**src/rtl/bst_ram_arbiter.sv**
```systemverilog
// Round-robin arbiter sharing one single-port RAM between NREQ requesters.
// Optional grant lock for atomic read-modify-write: define BST_ARB_LOCK_EN.
module bst_ram_arbiter #(
    parameter int AWIDTH = 16,
    parameter int DWIDTH = 16,
    parameter int NREQ   = 2
) (
    input  logic                     clk,
    input  logic                     rst_n,
    input  logic [NREQ-1:0]          req_valid,
    output logic [NREQ-1:0]          req_busy,
    input  logic [NREQ-1:0]          req_wreq,
    input  logic [NREQ-1:0]          req_lock,
    input  logic [NREQ*AWIDTH-1:0]   req_addr,
    input  logic [NREQ*DWIDTH-1:0]   req_wdata,
    output logic [NREQ-1:0]          resp_valid,
    output logic [DWIDTH-1:0]        resp_data,
    output logic [AWIDTH-1:0]        ram_addr,
    output logic                     ram_wreq,
    output logic [DWIDTH-1:0]        ram_wdata,
    input  logic [DWIDTH-1:0]        ram_rdata
);

    localparam int          IW = (NREQ > 1) ? $clog2(NREQ) : 1;
    localparam int unsigned N  = NREQ;

    typedef enum logic [1:0] {IDLE, ACC, RDAT} state_t;

    state_t              state_q, state_d;
    logic [IW-1:0]       last_q, last_d;
    logic [IW-1:0]       gnt_q, gnt_d;
    logic [AWIDTH-1:0]   ram_addr_q, ram_addr_d;
    logic                ram_wreq_q, ram_wreq_d;
    logic [DWIDTH-1:0]   ram_wdata_q, ram_wdata_d;
    logic [NREQ-1:0]     resp_valid_q, resp_valid_d;
    logic [DWIDTH-1:0]   resp_data_q, resp_data_d;
    logic                lock_q, lock_d;
    logic [IW-1:0]       win;
    logic [IW-1:0]       cand;
    logic                found;

    // Search upward from last+1 with wrap; fall back to last+1 when nothing is valid.
    always_comb begin
        found = 1'b0;
        win   = IW'((32'(last_q) + 32'd1) % N);
        cand  = '0;
        for (int unsigned k = 1; k <= N; k++) begin
            cand = IW'((32'(last_q) + k) % N);
            if (!found && req_valid[cand]) begin
                win   = cand;
                found = 1'b1;
            end
        end
`ifdef BST_ARB_LOCK_EN
        if (lock_q) begin
            win = gnt_q;
        end
`endif
    end

    always_comb begin
        state_d      = state_q;
        last_d       = last_q;
        gnt_d        = gnt_q;
        ram_addr_d   = ram_addr_q;
        ram_wreq_d   = 1'b0;
        ram_wdata_d  = ram_wdata_q;
        resp_valid_d = '0;
        resp_data_d  = resp_data_q;
        lock_d       = lock_q;
        req_busy     = '1;
        case (state_q)
            IDLE: begin
                req_busy = ~(NREQ'(1) << win);
                if (req_valid[win]) begin
                    ram_addr_d  = req_addr[win*AWIDTH +: AWIDTH];
                    ram_wdata_d = req_wdata[win*DWIDTH +: DWIDTH];
                    ram_wreq_d  = req_wreq[win];
                    gnt_d       = win;
                    last_d      = win;
`ifdef BST_ARB_LOCK_EN
                    lock_d      = req_lock[win];
`endif
                    state_d     = ACC;
                end
            end
            // ram_wreq_q is high in ACC exactly when the access is a write
            ACC: begin
                state_d = ram_wreq_q ? IDLE : RDAT;
            end
            RDAT: begin
                resp_data_d  = ram_rdata;
                resp_valid_d = NREQ'(1) << gnt_q;
                state_d      = IDLE;
            end
            default: begin
                state_d = IDLE;
            end
        endcase
    end

    always_ff @(posedge clk or negedge rst_n) begin
        if (!rst_n) begin
            state_q      <= IDLE;
            last_q       <= IW'(N - 1);
            gnt_q        <= '0;
            ram_addr_q   <= '0;
            ram_wreq_q   <= 1'b0;
            ram_wdata_q  <= '0;
            resp_valid_q <= '0;
            resp_data_q  <= '0;
            lock_q       <= 1'b0;
        end else begin
            state_q      <= state_d;
            last_q       <= last_d;
            gnt_q        <= gnt_d;
            ram_addr_q   <= ram_addr_d;
            ram_wreq_q   <= ram_wreq_d;
            ram_wdata_q  <= ram_wdata_d;
            resp_valid_q <= resp_valid_d;
            resp_data_q  <= resp_data_d;
            lock_q       <= lock_d;
        end
    end

`ifndef BST_ARB_LOCK_EN
    logic unused_lock;
    assign unused_lock = ^req_lock;
`endif

    assign ram_addr   = ram_addr_q;
    assign ram_wreq   = ram_wreq_q;
    assign ram_wdata  = ram_wdata_q;
    assign resp_valid = resp_valid_q;
    assign resp_data  = resp_data_q;

endmodule

```
**config.mk**
```make
export PLATFORM = sky130hd
export DESIGN_NAME = bst_ram_arbiter
export DESIGN_NICKNAME = d
export VERILOG_FILES = /design/src/rtl/bst_ram_arbiter.sv
export SDC_FILE = /design/constraint.sdc
export NUM_CORES = 1
export LEC_CHECK = 0
export CORE_AREA = 2 2 83 85
export CTS_BUF_LIST = sky130_fd_sc_hd__clkbuf_4 sky130_fd_sc_hd__clkbuf_8
export CTS_CLUSTER_DIAMETER = 150
export CTS_CLUSTER_SIZE = 25
export DETAILED_ROUTE_END_ITERATION = 10
export DIE_AREA = 0 0 85 87
export PLACE_DENSITY = 0.77
export SETUP_SLACK_MARGIN = 0.05
export SLEW_MARGIN = 20
export SYNTH_ARGS = -nofsm -noshare
export SYNTH_HDL_FRONTEND = slang
export SYNTH_SLANG_ARGS = --single-unit
```
**constraint.sdc**
```tcl
create_clock -name clk -period 2.2 [get_ports clk]
set_input_delay 0.66 -clock clk [delete_from_list [all_inputs] [get_ports clk]]
set_output_delay 0.66 -clock clk [all_outputs]
set_load 0.1 [all_outputs]
```
==> metrics.txt <==
# TYPE chip_impl_metric gauge
chip_impl_info{name="run_status",value="complete, no violations"} 1
chip_impl_metric{name="final_layout_size_suffix_gt1_share",unit="%"} 34.30
chip_impl_info{name="worstPathCellList",value="nor2b_2 -> a21o_2 -> nand2_2 -> buf_12"} 1
chip_impl_metric{name="relSlewSlack",unit="%"} 62.60
chip_impl_metric{name="synthesis.area",unit="mm²"} 0.002451
chip_impl_metric{name="final_max_slew_viol_count",unit=""} 0
chip_impl_metric{name="design.die.area",unit="mm²"} 0.007395
chip_impl_metric{name="initialDrtViolationCount",unit=""} 58
chip_impl_metric{name="die-width",unit="µm"} 85
chip_impl_metric{name="drt_pre_antenna_iters",unit=""} 4
chip_impl_metric{name="cts_buffers",unit=""} 5
chip_impl_metric{name="syn_area_per_cell",unit="µm²"} 10.43
chip_impl_metric{name="cts-hold-fix-buffers",unit=""} 0
chip_impl_metric{name="synth_cells",unit=""} 235
chip_impl_metric{name="detail-route-antenna-nets",unit=""} 0
chip_impl_metric{name="placement.io_buffers",unit=""} 138
chip_impl_metric{name="drt-wirelength-per-cell",unit="µm"} 13.54
chip_impl_metric{name="syn_to_final_growth",unit="%"} 62.38
chip_impl_metric{name="dp_hpwl",unit="mm"} 4.561
chip_impl_info{name="cp-start-kind",value="register"} 1
chip_impl_metric{name="synth.net_count",unit=""} 323
chip_impl_metric{name="tightest_slew",unit="ps"} 560.9
chip_impl_metric{name="drt-total-wl",unit="mm"} 6.215
chip_impl_metric{name="critical-path-max-stage-delay",unit="ps"} 560
chip_impl_metric{name="placement_rows",unit=""} 30
chip_impl_info{name="timing.critical_path.slowest_stage_cell",value="sky130_fd_sc_hd__dfstp_2"} 1
chip_impl_metric{name="floorplan.initialDensity",unit="%"} 37.31
chip_impl_metric{name="i_o_pin_total",unit=""} 141
chip_impl_metric{name="finalHoldViolations",unit=""} 0
chip_impl_metric{name="grt_remaining_overflow",unit=""} 0
chip_impl_metric{name="clk-insertion-delay-late",unit="ps"} 300
chip_impl_metric{name="detailroute.via_count",unit=""} 2201
chip_impl_metric{name="finish.net_count",unit=""} 466
chip_impl_metric{name="clkSlewWorstSetupHoldPaths",unit="ps"} 90
chip_impl_metric{name="floorplan_core_area",unit="mm²"} 0.006569
chip_impl_info{name="worst_path_class_setup",value="reg2out"} 1
chip_impl_metric{name="critPathArrivalTime",unit="ps"} 1420
chip_impl_metric{name="cts_max_path_buffers",unit=""} 2
chip_impl_metric{name="maximum_operating_frequency",unit="MHz"} 481.4
chip_impl_metric{name="cts_htree_levels",unit=""} 2
chip_impl_metric{name="drv.max_cap_violation_count",unit=""} 0
chip_impl_metric{name="vias_per_cell",unit=""} 4.795
chip_impl_metric{name="layout_fillers",unit=""} 559
chip_impl_metric{name="antenna_found_initial",unit=""} 0
chip_impl_info{name="cts_tree",value="done"} 1
chip_impl_metric{name="drt_drc_violations_left",unit=""} 0
chip_impl_metric{name="critical_path_required",unit="ps"} 1540
chip_impl_metric{name="finalWeightedCongestion",unit=""} 0.7622
chip_impl_metric{name="post_synth_num_cell_types",unit=""} 20
chip_impl_info{name="hp-class",value="in2async"} 1
chip_impl_metric{name="grt_pass1_wl",unit="mm"} 9.942
chip_impl_metric{name="first_global_vias",unit=""} 2182
chip_impl_metric{name="setup_total_negative_slack",unit="ps"} 0
chip_impl_metric{name="synthesis.yosys.warnings",unit=""} 0
chip_impl_metric{name="critPathMaxFanout",unit=""} 4
chip_impl_metric{name="post-cts-setup-buffer-count",unit=""} 0
chip_impl_metric{name="finalSetupViolations",unit=""} 0
chip_impl_metric{name="num_antenna_cells",unit=""} 0
chip_impl_metric{name="grt_start_max_net_pins",unit=""} 56
chip_impl_metric{name="cts.sink_count",unit=""} 55
chip_impl_info{name="cts-root-buf",value="sky130_fd_sc_hd__clkbuf_8"} 1
chip_impl_metric{name="die_span_in_y",unit="µm"} 87
chip_impl_metric{name="finClkSkew",unit="ps"} 5.785
chip_impl_metric{name="grt.total_usage",unit="%"} 16.68
chip_impl_metric{name="period_share",unit="%"} 94.42
chip_impl_metric{name="period_minus_slack",unit="ps"} 2077
chip_impl_metric{name="ys_seq_elements",unit=""} 55
chip_impl_info{name="cp-end-kind",value="output pin"} 1
chip_impl_metric{name="seq_area_frac_synth",unit="%"} 56.20
chip_impl_info{name="unrepaired_setup_endpoints_after_global_routing",value="false"} 1
==> cell usage in the layout (no fill, tap or decap), types with 2 or more instances in the layout <==
master / synthesis / layout
sky130_fd_sc_hd__clkdlybuf4s50_1: 0 / 82
sky130_fd_sc_hd__a21oi_1: 39 / 39
sky130_fd_sc_hd__nor2_1: 34 / 34
sky130_fd_sc_hd__a31oi_1: 2 / 2
sky130_fd_sc_hd__nand2_2: 0 / 2
sky130_fd_sc_hd__clkbuf_8: 0 / 6
sky130_fd_sc_hd__buf_12: 0 / 5
sky130_fd_sc_hd__mux2_2: 16 / 16
sky130_fd_sc_hd__nand2_1: 36 / 34
sky130_fd_sc_hd__dfrtp_1: 54 / 54
sky130_fd_sc_hd__a21oi_2: 28 / 28
sky130_fd_sc_hd__buf_4: 0 / 61
==> worst max-delay path: cells and delay by family, from the launching register on <==
| kind | cells | cell delay, ps |
|---|---|---|
| buffers and inverters | 1 | 170 |
| DFF | 1 | 560 |
| AOI/OAI and AO/OA | 1 | 130 |
| and+or+nand+nor | 2 | 260 |
==> layout make-up <==
class / instances / area [µm²] / area share (%)
Clock buffer: 6 / 82.58 / 2.075
Clock inverter: 2 / 35.03 / 0.8802
Inverter: 2 / 7.507 / 0.1886
Multi-Input combinational cell: 163 / 979.7 / 24.61
Sequential cell: 55 / 1378 / 34.61
Tap cell: 80 / 100.1 / 2.515
Timing Repair Buffer: 151 / 1398 / 35.11
==> state kept, by name, summed over array words and instances, names as in the netlist <==
register and flops:
resp_data 16, gnt_q 1, last_q 1, state_q 2, resp_valid 2, ram_wdata 16, ram_addr 16, ram_wreq 1
==> timing repair <==
| action | 4_1_cts | 5_1_grt |
|---|---|---|
| hold endpoints to repair | 0 | 0 |
| endpoints found under the setup margin | 2 | 1 |
| gates resized for setup | 3 | 1 |
==> worst paths after layout <==
| path | startpoint | endpoint | slack, ps | depth (start not counted) |
|---|---|---|---|---|
| min in group clk | ram_wreq$_DFF_PN0_ | state_q[1]$_DFFE_PN0P_ | 440 | 1 |
| max in group asynchronous | rst_n | last_q$_DFFE_PN1P_ | 1570 | 2 |
| hold / removal | rst_n | ram_addr[14]$_DFFE_PN0P_ | 330 | 2 |
| setup reg to reg | last_q$_DFFE_PN1P_ | ram_wdata[2]$_DFFE_PN0P_ | 460 | 5 |
| hold reg to reg | ram_wreq$_DFF_PN0_ | state_q[1]$_DFFE_PN0P_ | 440 | 1 |
| setup / recovery | last_q$_DFFE_PN1P_ | req_busy[0] | 120 | 4 |
==> through the flow <==
stage                     area [µm²]  hold WS, ps  instances  worst slack [ps]  util, %
after global placement          3869        423.3        451            -235.7    58.90
after floorplan                 2456        364.4        235            -35.90        -
after CTS                       3985        351.6        459             52.11    60.67
after global routing            3980        356.3        459             63.60    60.59
final                           3980        334.0        459             122.7    60.59
after detailed placement        3869        437.8        451            -247.7    58.90
==> cells in the mapped netlist (all sizes together) <==
| cell type | n | area, µm² |
|---|---|---|
| nand2 | 36 | 135.1 |
| dfstp | 1 | 26.28 |
| nor3b | 1 | 7.510 |
| nor2b | 1 | 8.760 |
| a21oi | 68 | 456.7 |
| buf | 15 | 100.1 |
| mux2 | 16 | 180.2 |
| nand2b | 2 | 15.02 |
| nor2 | 35 | 133.9 |
| a31oi | 2 | 12.51 |
| o21ai | 1 | 8.760 |
| a21o | 1 | 7.510 |
| dfrtp | 54 | 1351 |
| inv | 2 | 7.500 |
==> layer usage <==
layer	global-route usage, %	wire, µm
met2	29.55	3098
met3	4.834	508
met4	4.762	91
met5	0	0
met1	19.73	2517
==> cells by family after synthesis <==
kind of cell / after synthesis / synth area share [%]
buffers and inverters: 17 / 4.389
and+or+nand+nor: 75 / 12.25
AOI/OAI and AO/OA: 72 / 19.81
DFF: 55 / 56.20
muxes: 16 / 7.351
Power is left out: the tool's default activity adds up to more than one toggle a clock period on the data nets, which glitch-free logic cannot reach.
